===== config.mk =====
export PLATFORM = sky130hd
export DESIGN_NAME = vram_access_arbiter
export DESIGN_NICKNAME = d
export VERILOG_FILES = /design/src/rtl/vram_access_arbiter.sv
export SDC_FILE = /design/constraint.sdc
export NUM_CORES = 1
export LEC_CHECK = 0
export ABC_AREA = 1
export CAP_MARGIN = 20
export CORE_MARGIN = 4
export CORE_UTILIZATION = 43
export CTS_BUF_LIST = sky130_fd_sc_hd__clkbuf_16
export DETAILED_ROUTE_END_ITERATION = 8
export GPL_ROUTABILITY_DRIVEN = 0
export PLACE_DENSITY = 0.66
export REMOVE_ABC_BUFFERS = 1
export SLEW_MARGIN = 20
export SYNTH_ARGS = -nofsm -noshare
export SYNTH_HDL_FRONTEND = slang
export SYNTH_SLANG_ARGS = --single-unit

===== constraint.sdc =====
create_clock -name clk -period 3.03 [get_ports clk]
set_input_delay 0.606 -clock clk [delete_from_list [all_inputs] [get_ports clk]]
set_output_delay 0.606 -clock clk [all_outputs]
set_load 0.02 [all_outputs]

===== src/rtl/vram_access_arbiter.sv =====
// Video RAM access arbiter.
// Display scan-out reads have priority over queued CPU pixel writes. A
// starvation counter forces a write through once reads have denied the
// queue for STARVE_LIMIT grants in a row.
module vram_access_arbiter #(
   parameter int unsigned COL_W        = 8,
   parameter int unsigned ROW_W        = 8,
   parameter int unsigned COLOR_W      = 3,
   parameter int unsigned FIFO_DEPTH   = 4,
   parameter int unsigned STARVE_LIMIT = 8
) (
   input  logic                         clk,
   input  logic                         rst_n,
   input  logic                         cpu_wr_req,
   input  logic [COL_W-1:0]             cpu_col,
   input  logic [ROW_W-1:0]             cpu_row,
   input  logic [COLOR_W-1:0]           cpu_color,
   output logic                         cpu_stall,
   input  logic                         disp_rd_req,
   input  logic [COL_W-1:0]             disp_col,
   input  logic [ROW_W-1:0]             disp_row,
   output logic                         disp_rd_valid,
   output logic [COLOR_W-1:0]           disp_color_c,
   output logic                         disp_miss_c,
   output logic [ROW_W+COL_W-1:0]       ram_addr,
   output logic                         ram_we,
   output logic [COLOR_W-1:0]           ram_wdata,
   input  logic [COLOR_W-1:0]           ram_rdata,
   output logic [$clog2(FIFO_DEPTH):0]  fifo_level,
   output logic                         overflow
);

   localparam int unsigned PTR_W  = $clog2(FIFO_DEPTH);
   localparam int unsigned LVL_W  = PTR_W + 1;
   localparam int unsigned ADDR_W = ROW_W + COL_W;
   localparam int unsigned ENT_W  = ADDR_W + COLOR_W;
   localparam int unsigned SC_W   = $clog2(STARVE_LIMIT + 1);

   typedef enum logic [1:0] {
      GRANT_IDLE,
      GRANT_READ,
      GRANT_WRITE
   } grant_e;

   logic [ENT_W-1:0] fifo_mem [FIFO_DEPTH];
   logic [PTR_W-1:0] wr_ptr;
   logic [PTR_W-1:0] rd_ptr;
   logic [SC_W-1:0]  starve_cnt;
   logic [SC_W-1:0]  starve_nxt;
   logic [LVL_W-1:0] level_nxt;
   logic [ENT_W-1:0] head;
   logic             rd_pend;
   logic             fifo_empty;
   logic             fifo_full;
   logic             starve_hit;
   logic             push;
   logic             pop;
   logic             drop;
   grant_e           grant;

   assign fifo_empty = (fifo_level == LVL_W'(0));
   assign fifo_full  = (fifo_level == LVL_W'(FIFO_DEPTH));
   assign starve_hit = (starve_cnt == SC_W'(STARVE_LIMIT));
   assign head       = fifo_mem[rd_ptr];

   // Per-cycle grant: queued write when display is quiet or writes are starved
   always_comb begin
      grant = GRANT_IDLE;
      if (!fifo_empty && (!disp_rd_req || starve_hit)) begin
         grant = GRANT_WRITE;
      end else if (disp_rd_req) begin
         grant = GRANT_READ;
      end
   end

   // FIFO push/pop decode, next level and next starvation count
   always_comb begin
      pop        = (grant == GRANT_WRITE);
      push       = cpu_wr_req && (!fifo_full || pop);
      drop       = cpu_wr_req && fifo_full && !pop;
      level_nxt  = fifo_level + LVL_W'(push) - LVL_W'(pop);
      starve_nxt = starve_cnt;
      if (fifo_empty || pop) begin
         starve_nxt = SC_W'(0);
      end else if ((grant == GRANT_READ) && !starve_hit) begin
         starve_nxt = starve_cnt + SC_W'(1);
      end
   end

   // A read only meets a write grant when the write was forced
   assign disp_miss_c  = pop && disp_rd_req;
   assign disp_color_c = disp_rd_valid ? ram_rdata : COLOR_W'(0);

   // Write FIFO storage; contents are don't-care until pushed
   always_ff @(posedge clk) begin
      if (push) begin
         fifo_mem[wr_ptr] <= {cpu_row, cpu_col, cpu_color};
      end
   end

   // FIFO pointers, level, stall, starvation counter and sticky overflow
   always_ff @(posedge clk or negedge rst_n) begin
      if (!rst_n) begin
         wr_ptr     <= '0;
         rd_ptr     <= '0;
         fifo_level <= '0;
         starve_cnt <= '0;
         cpu_stall  <= 1'b0;
         overflow   <= 1'b0;
      end else begin
         if (push) begin
            wr_ptr <= wr_ptr + PTR_W'(1);
         end
         if (pop) begin
            rd_ptr <= rd_ptr + PTR_W'(1);
         end
         fifo_level <= level_nxt;
         starve_cnt <= starve_nxt;
         cpu_stall  <= (level_nxt == LVL_W'(FIFO_DEPTH));
         overflow   <= overflow || drop;
      end
   end

   // RAM command stage, one cycle after the grant; address holds when idle
   always_ff @(posedge clk or negedge rst_n) begin
      if (!rst_n) begin
         ram_we    <= 1'b0;
         ram_addr  <= '0;
         ram_wdata <= '0;
      end else begin
         ram_we <= pop;
         if (pop) begin
            ram_addr  <= head[ENT_W-1:COLOR_W];
            ram_wdata <= head[COLOR_W-1:0];
         end else if (grant == GRANT_READ) begin
            ram_addr <= {disp_row, disp_col};
         end
      end
   end

   // Read-return valid pipeline matching the synchronous RAM latency
   always_ff @(posedge clk or negedge rst_n) begin
      if (!rst_n) begin
         rd_pend       <= 1'b0;
         disp_rd_valid <= 1'b0;
      end else begin
         rd_pend       <= (grant == GRANT_READ);
         disp_rd_valid <= rd_pend;
      end
   end

endmodule


* Word-level counts from Yosys, hierarchy flattened
Memories as Yosys holds them, arrays and structs flattened. Index checks and enable logic that the tools add are counted.
Cells by class: equality and inequality tests 5, multiplexer cells 9, reductions and logical operators 18, add/subtract/negate cells 5
Operators with widths (number):
- $mux 16 | 2
- $mux 4 | 2
- $eq 3x3->1 const B | 2
- $logic_and 1x1->1 | 6
- $logic_not 1->1 | 5
- $add 2x1->2 const B | 2
- $add 4x1->4 const B | 1
- $eq 4x4->1 const B | 1
- $logic_or 1x1->1 | 4
- $reduce_bool 2->1 | 2
- $add 3x1->3 | 1
- $logic_not 3->1 | 1
- $mux 1 | 3
- $mux 3 | 1
- $sub 3x1->3 | 1
- $eq 2x1->1 const B | 1
- $eq 2x2->1 const B | 1
- $mux 2 | 1
Word-level totals: register bits 35, memory bits (writable) 76, bits of input ports 42, memories kept 1, output and inout port bits 30, logic and storage cells 49
Memories:
- fifo_mem | depth 4, bits a word 19, read ports 1, clocked after memory_dff 0, wr ports 1, line 45 | logic [ENT_W-1:0] fifo_mem [FIFO_DEPTH];

* Longest topological paths before layout
Gate-level depths: netlist of run 1.
word-level depth 10, gate-level depth with buffers 13, gate-level depth less buffers 13

* Worst setup path after synthesis of run 1
No wires, ideal clock.
kind reg2reg, start point register starve_cnt[0], end point memory fifo_mem[0][0] (netlist bit) (enable), stages on the path, launching flop included 9, required time 2635 ps, setup slack 799 ps, buffers on the path 0, period minus slack after synthesis 2231 ps, arrival time 1836 ps, cells stage by stage dfrtp_1 > inv_1 > ha_1 > nand3_1 > nand2_1 > nand2_4 > nand2_1 > nand2_2 > nor2_1
On the way: longest elaborated chain between the ends 9
RTL lines:
- start, declared | line 48 | logic [SC_W-1:0] starve_cnt;
- start signal, assigned | line 118 | starve_cnt <= starve_nxt;
- $eq 4x4->1 | line 63 | assign starve_hit = (starve_cnt == SC_W'(STARVE_LIMIT));
- $logic_or 1x1->1 | line 69 | if (!fifo_empty && (!disp_rd_req || starve_hit)) begin
- $logic_and 1x1->1 | line 69
- $mux 2 | line 69
- $eq 2x2->1 | line 78 | pop = (grant == GRANT_WRITE);
- $logic_or 1x1->1 | line 79 | push = cpu_wr_req && (!fifo_full || pop);
- $logic_and 1x1->1 | line 79
- $mux 1 | line 96 | if (push) begin
- $mux 1 (not written as such) | line 97 | fifo_mem[wr_ptr] <= {cpu_row, cpu_col, cpu_color};
- end, declared | line 45
Every way passes these cells.

* Final worst setup path of run 1
start point input disp_rd_req, end point output disp_miss_c
On the way: longest elaborated chain between the ends 6, elaborated cells between the ends (all ways) 7
RTL lines:
- start, declared | line 19 | input logic disp_rd_req,
- $logic_not 1->1 | line 69
- $logic_or 1x1->1 | line 69
- $logic_and 1x1->1 | line 69
- $mux 2 | line 69
- $eq 2x2->1 | line 78
- $logic_and 1x1->1 * | line 91 | assign disp_miss_c = pop && disp_rd_req;
- end, declared | line 24 | output logic disp_miss_c,
Mark *: on every way between the ends. The rest lies on a longest branch, timed or not.

==> metrics.md, run 1 <==
| Metric | Value |
|---|---|
| Crit path arrival time | `approximately 2.1 ns` |
| Total gr overflow | `0` |
| Die ar. | `12500 um2` |
| RSZ-0062 raised after global routing | `false` |
| Total global-route track usage | `0.164` |
| Post-DR wirelength/cell | `15.3 um` |
| Final instance area | `5780 um2` |
| Routed Antenna Nets | `0` |
| Effective utilization at floorplan | `0.446` |
| Layout cells sized above 1 | `0.0696` |
| Post-CTS setup buffers | `0` |
| Antenna violations before repair | `0` |
| Total wire length | `around 10 mm` |
| Final Util | `0.554` |
| Hold Startpoint | `rd_pend` |
| Worst-path fanout max | `10` |
| Final setup TNS | `0 ns` |
| Max Root-Sink Buffers | `2` |
| Synth Warn # | `0` |
| Die height | `112 um` |
| Cts bufs inserted | `9` |
| Vias per inst | `just under 5` |
| Worst slew margin | `0.432` |
| Cells after synthesis | `439` |
| Setup-failing EPs final | `0` |
| Worst min path class | `reg2reg` |
| First-pass iteration count of the detailed router | `4` |
| Critical path endpoint category | `output port` |
| Worst Path Class, Setup | `in2out` |
| Vias in the first global route | `3212` |
| Number of antenna repair diodes | `0` |
| Setup Skew | `between 0.008 and 0.009 ns` |
| Cell Area, Synth | `4640 um2` |
| Clock tree sinks | `111` |
| Pin count of the biggest net entering global routing | `41` |
| CTS Root Cell | `clkbuf_16` |
| CORE AREA | `10400 um2` |
| Total power per unit cell area | `935 nW/um2` |
| Outcome | `finished, final reports clean` |
| DRC | `0` |
| CTS tree | `yes` |
| Clk slew on worst S/H paths | `roughly 0.07 ns` |
| I/O Pins | `72` |
| Critical-path top delay cell | `clkdlybuf4s50_1` |
| Fin crit period | `around 2.7 ns` |
| Critical Path RT | `2.42 ns` |
| P_leak | `2.47 nW` |
| Max Slew Vio Count | `0` |
| Peak VDD IR | `between 0.0004 and 0.0005 V` |
| Commonest non-fill, non-tap cell in the layout | `nand2_1` |
| Worst path max stage delay | `0.59 ns` |
| Synth cell types | `25` |
| Worst Max-Slew Pin Slew | `between 0.8 and 0.9 ns` |
| Post_cts resized | `0` |
| Final-report hold violation count | `0` |
| CP Launch Type | `input port` |
| Nets | `563` |
| Final Cycle Share | `0.884` |
| Rows | `37` |
| Synth-to-Final Area Change | `24.4%` |
| IO Port Bufs | `71` |
| Die width | `between 100 and 150 um` |
| Drt initial violations | `134` |
| Reg2Reg Launch Point | `starve_cnt[0]` |
| Skew-Pair Late Insertion Delay | `between 0.3 and 0.4 ns` |
| Most frequent cells in the layout | `169 x nand2_1, 76 x edfxtp_1, 70 x clkdlybuf4s50_1` |
| Count of state elements after synthesis | `111` |
| DR vias | `3216` |
| Hold_buf cts | `0` |
| Crit path cell chain | `clkdlybuf4s50_1 -> nand2_1 -> nand2_4 -> inv_2 -> nand2_1 -> inv_1 -> clkdlybuf4s50_1` |
| Worst setup path startpoint | `disp_rd_req` |
| HPWL Detailed | `6.14 mm` |
| First-pass GRT wire length | `approximately 16 mm` |
| Syn Area/Cell | `10.6 um2` |
| CTS H-Tree Depth | `3` |
| Sequential fraction of the synthesis area | `0.680` |
| Cell Area, Placed | `around 5500 um2` |
| Max Freq | `374 MHz` |
| Max_cap viols | `0` |
[through the flow]
stage / power [W] / hold WS, ns / std cells / setup slack [ns]
global placement: 0.00423 / 0.335 / 637 / 0.327
global route: 0.00577 / 0.387 / 653 / 0.267
detailed placement: 0.00429 / 0.348 / 637 / 0.266
CTS: 0.00545 / 0.363 / 653 / 0.344
floorplan: 0.00343 / 0.310 / 421 / 0.706
finish: 0.00540 / 0.362 / 653 / 0.353
[flip-flops by register name, summed over array words and instances (netlist names), 2 cells and up]
name        cells
wr_ptr          2
fifo_mem       76
ram_addr       16
rd_ptr          2
fifo_level      3
starve_cnt      4
ram_wdata       3
[Yosys cell counts]
master	n	area share
o21ai_0	4	0.0043
nand3_2	1	0.0022
inv_2	3	0.0024
clkbuf_1	4	0.0032
nand2_4	1	0.0024
a31o_2	1	0.0019
dfrtp_1	35	0.19
o21ai_1	3	0.0032
nand3_1	52	0.056
nor2_1	19	0.015
xor2_1	2	0.0038
inv_1	38	0.031
nor3_1	1	0.0011
ha_1	8	0.022
xnor2_1	1	0.0019
edfxtp_1	76	0.49
buf_6	3	0.0073
nor2_2	1	0.0013
nand2_2	2	0.0027
buf_4	4	0.0065
buf_1	1	0.00081
fa_1	1	0.0043
nand2_1	169	0.14
o22ai_1	3	0.0040
buf_2	6	0.0065
[kinds of logic (layout without fill, tap and decap cells)]
family / count (synthesis) / in the layout / synth area share
xor gates and xnor gates: 3 / 3 / 0.00566
and+or+nand+nor: 246 / 246 / 0.218
adders and majority gates: 9 / 9 / 0.0259
AOI/OAI and AO/OA: 11 / 11 / 0.0135
DFF: 111 / 111 / 0.680
buffers and inverters: 59 / 137 / 0.0574
[worst paths after layout]
kind | depth (start not counted) | slack (ns) | end
min reg2reg | 0 | 0.36 | disp_rd_valid
max | 7 | 0.35 | disp_miss_c
max in group asynchronous | 1 | 2.12 | ram_addr[15]
min | 0 | 0.36 | disp_rd_valid
min in group asynchronous | 1 | 0.37 | fifo_level[0]
max reg2reg | 13 | 0.68 | cpu_stall
[routing by layer]
layer,up-vias,share of wire,GRT usage
met1,1557,0.44,0.209
met4,0,0.014,0.0577
met5,-,0,0
met2,78,0.49,0.271
met3,10,0.050,0.0451
li1,1571,-,-
[worst max-delay path, delay by kind of cell]
kind                   cells  cell delay [ns]
and+or+nand+nor            3             0.28
buffers and inverters      4             1.18
[area by class of cell]
cell class,instances,area (um2)
repair buffers,80,773
clock buffers,9,225
fillers,925,4640
multi-input cells,269,1230
clock inverters,7,65.1
inverters,41,154
well taps,136,170
flip-flops and latches,111,3160
[power breakdown]
part,internal (W),switching (W)
sequential,0.00205,0.000171
clock,0.000637,0.000521
combinational,0.000757,0.00127
total,0.00344,0.00196
(Power assumes the default switching activity.)
==> inputs of run 2 (changes only) <==
- CORE_UTILIZATION: 43 -> 53
- PLACE_DENSITY: 0.66 -> 0.79
==> run 2 against run 1 <==
Die area fell by 18%. Maximum frequency shrank 1.4%. Utilization up 14 points. Sequential share of layout area down 0.28 points. Sequential cell count is the same. Highest routed layer unchanged.
==> metrics.md, run 2 (same netlist as run 1, synthesis figures left out) <==
| Metric | Value |
|---|---|
| GRT busiest layer | `met2` |
| Vias per inst | `5.26 (+6.8%)` |
| Vias in the first global route | `3330 (+3.7%)` |
| Hold Slack | `0.351 ns (-0.0106 ns)` |
| Routed Antenna Nets | `0 (unchanged)` |
| Final setup TNS | `0 ns (unchanged)` |
| Outcome | `finished, final reports clean` |
| Most frequent cells in the layout | `169 x nand2_1, 76 x edfxtp_1, 70 x clkdlybuf4s50_1` |
| R2R setup slack | `0.62 ns (-0.06 ns)` |
| Critical Path RT | `2.42 ns (about the same)` |
| Layout cells sized above 1 | `0.0772 (+0.00759)` |
| Commonest non-fill, non-tap cell in the layout | `nand2_1` |
| Top flop regs | `fifo_mem x76, ram_addr x16, starve_cnt x4` |
| Post-DR wirelength/cell | `15.7 um (+2.8%)` |
| I/O Pins | `72 (unchanged)` |
| CORE AREA | `8380 um2 (-20%)` |
| Pin count of the biggest net entering global routing | `41 (unchanged)` |
| HPWL Detailed | `6.02 mm (-2.0%)` |
| CTS Root Cell | `clkbuf_16` |
| Worst path max stage delay | `0.59 ns (about the same)` |
| Die ar. | `10300 um2 (-18%)` |
| Switching power | `0.00198 W (+1.3%)` |
| Worst-path fanout max | `14 (+4)` |
| Worst reg2reg path depth | `13 (unchanged)` |
| Worst Path Class, Setup | `in2out` |
| Setup Skew | `0.00725 ns (-0.00163 ns)` |
| Setup-failing EPs final | `0 (unchanged)` |
| Met3 global-route usage | `0.0344 (-0.0107)` |
| Final Cycle Share | `0.896 (+0.0124)` |
| Max_cap viols | `0 (unchanged)` |
| DRC | `0 (unchanged)` |
| Worst Hold Depth | `0 (unchanged)` |
| First-pass GRT wire length | `15.8 mm (-3.3%)` |
| Reg with most FFs | `fifo_mem` |
| CTS H-Tree Depth | `3 (unchanged)` |
| Post-CTS setup buffers | `0 (unchanged)` |
| Fin crit period | `2.71 ns (+0.0376 ns)` |
| Synth-to-Final Area Change | `25.0%` |
| Clock tree sinks | `111 (unchanged)` |
| Worst Max-Slew Pin Slew | `0.867 ns (+0.0145 ns)` |
| Drt initial violations | `223 (+66%)` |
| Post_cts resized | `0 (unchanged)` |
| Comb power frac | `0.362 (-0.013)` |
| Skew-Pair Late Insertion Delay | `0.34 ns (about the same)` |
| Critical-path top delay cell | `clkdlybuf4s50_1` |
| DR vias | `3276 (+1.9%)` |
| Die width | `102 um (-9.2%)` |
| Max Freq | `368 MHz (-1.4%)` |
| Crit path arrival time | `2.11 ns (+0.04 ns)` |
| Nets | `564 (+0.18%)` |
| CTS tree | `yes` |
| First-pass iteration count of the detailed router | `4 (unchanged)` |
| Worst slew margin | `0.422 (-0.00968)` |
| Antenna violations before repair | `0 (unchanged)` |
| Cts bufs inserted | `9 (unchanged)` |
| Max Root-Sink Buffers | `2 (unchanged)` |
| Worst setup path startpoint | `disp_rd_req` |
| Crit path cell chain | `clkdlybuf4s50_1 -> nand2_1 -> nand2_4 -> inv_2 -> nand2_1 -> inv_1 -> clkdlybuf4s50_1` |
| Hold_buf cts | `0 (unchanged)` |
| Worst min path class | `reg2reg` |
| Hold Crit Endpoint | `disp_rd_valid` |
| IO Port Bufs | `71 (unchanged)` |
| Critical path endpoint category | `output port` |
| Number of antenna repair diodes | `0 (unchanged)` |
| Hold Startpoint | `rd_pend` |
| Final-report hold violation count | `0 (unchanged)` |
| Max Slew Vio Count | `0 (unchanged)` |
| Met1 Use GR | `0.252 (+0.0424)` |
| Clk slew on worst S/H paths | `0.07 ns (about the same)` |
| Met2 Use GR | `0.348 (+0.0766)` |
| Reg power frac | `0.397 (-0.014)` |
| FF-to-FF End | `cpu_stall` |
| Total power per unit cell area | `967 nW/um2 (+3.4%)` |
| P_leak | `2.50 nW (+1.2%)` |
| Max FFs per register | `76 (unchanged)` |
| Total gr overflow | `0 (unchanged)` |
| Peak VDD IR | `0.000459 V (+11%)` |
| CP Launch Type | `input port` |
| RSZ-0062 raised after global routing | `false` |
| Effective utilization at floorplan | `0.554 (+0.108)` |
| Rows | `33 (-11%)` |
| Total wire length | `9.80 mm (-1.9%)` |
| Internal power | `0.00363 W (+5.4%)` |
| Reg2Reg Launch Point | `starve_cnt[0]` |
| Total global-route track usage | `0.201 (+0.0372)` |
| Clock group share of total power | `0.241 (+0.027)` |
| Die height | `102 um (-9.2%)` |
| Switching Share | `0.353 (-0.00908)` |
-- run 2: changes by cell type in the layout (fill, tap and decap cells not counted) --
cell / before / now
clkinv_1: 2 / 0
clkinv_2: 1 / 0
bufinv_16: 1 / 3
inv_1: 39 / 38
inv_6: 0 / 2
buf_4: 9 / 10
-- run 2: worst max path at each step --
stage | endpoint | slack (ns) | cells after the start
2_1_floorplan | fifo_mem[0][0] | 0.71 | 8
3_3_place_gp | cpu_stall | 0.31 | 11
5_1_grt | disp_miss_c | 0.23 | 7
3_5_place_dp | cpu_stall | 0.22 | 11
4_1_cts | disp_miss_c | 0.31 | 7
6_report | disp_miss_c | 0.32 | 7
-- run 2: power by group through the flow --
| stage | logic [W] | clock network, W | registers, W |
|---|---|---|---|
| final | 0.00203 | 0.00135 | 0.00223 |
| after global routing | 0.00226 | 0.00143 | 0.00227 |
| after CTS | 0.00205 | 0.00137 | 0.00223 |
| after detailed placement | 0.00202 | 0 | 0.00226 |
| after global placement | 0.00195 | 0 | 0.00224 |
| after floorplan | 0.000922 | 0 | 0.00250 |
-- run 2: per-stage QoR --
step                setup WS [ns]  cells  cell area [um2]  total power, W   util
finish                      0.315    623             5810         0.00561  0.693
global route                0.232    623             5810         0.00596  0.693
CTS                         0.310    623             5810         0.00564  0.693
detailed placement          0.221    607             5450         0.00428  0.651
global placement            0.306    607             5450         0.00419  0.651
floorplan                   0.706    421             4530         0.00343      -
-- run 2: routing by layer --
metal / vias up / part of all wire / routed length [um]
met1: 1575 / 0.41 / 3980
met5: - / 0 / 0
met4: 0 / 0.016 / 159
met2: 116 / 0.51 / 5000
met3: 16 / 0.067 / 661
li1: 1569 / - / -
-- run 2: cell type report --
type,count,area [um2]
sequential,111,3160
tap,105,131
multi-input combinational,269,1230
inverter,41,154
fill,602,2580
clock buffer,9,225
clock inverter,7,126
timing repair buffer,81,781
-- run 2: worst max-delay path: cells and delay by family --
kind | cells | cell delay (ns)
and+or+nand+nor | 3 | 0.31
buffers and inverters | 4 | 1.19
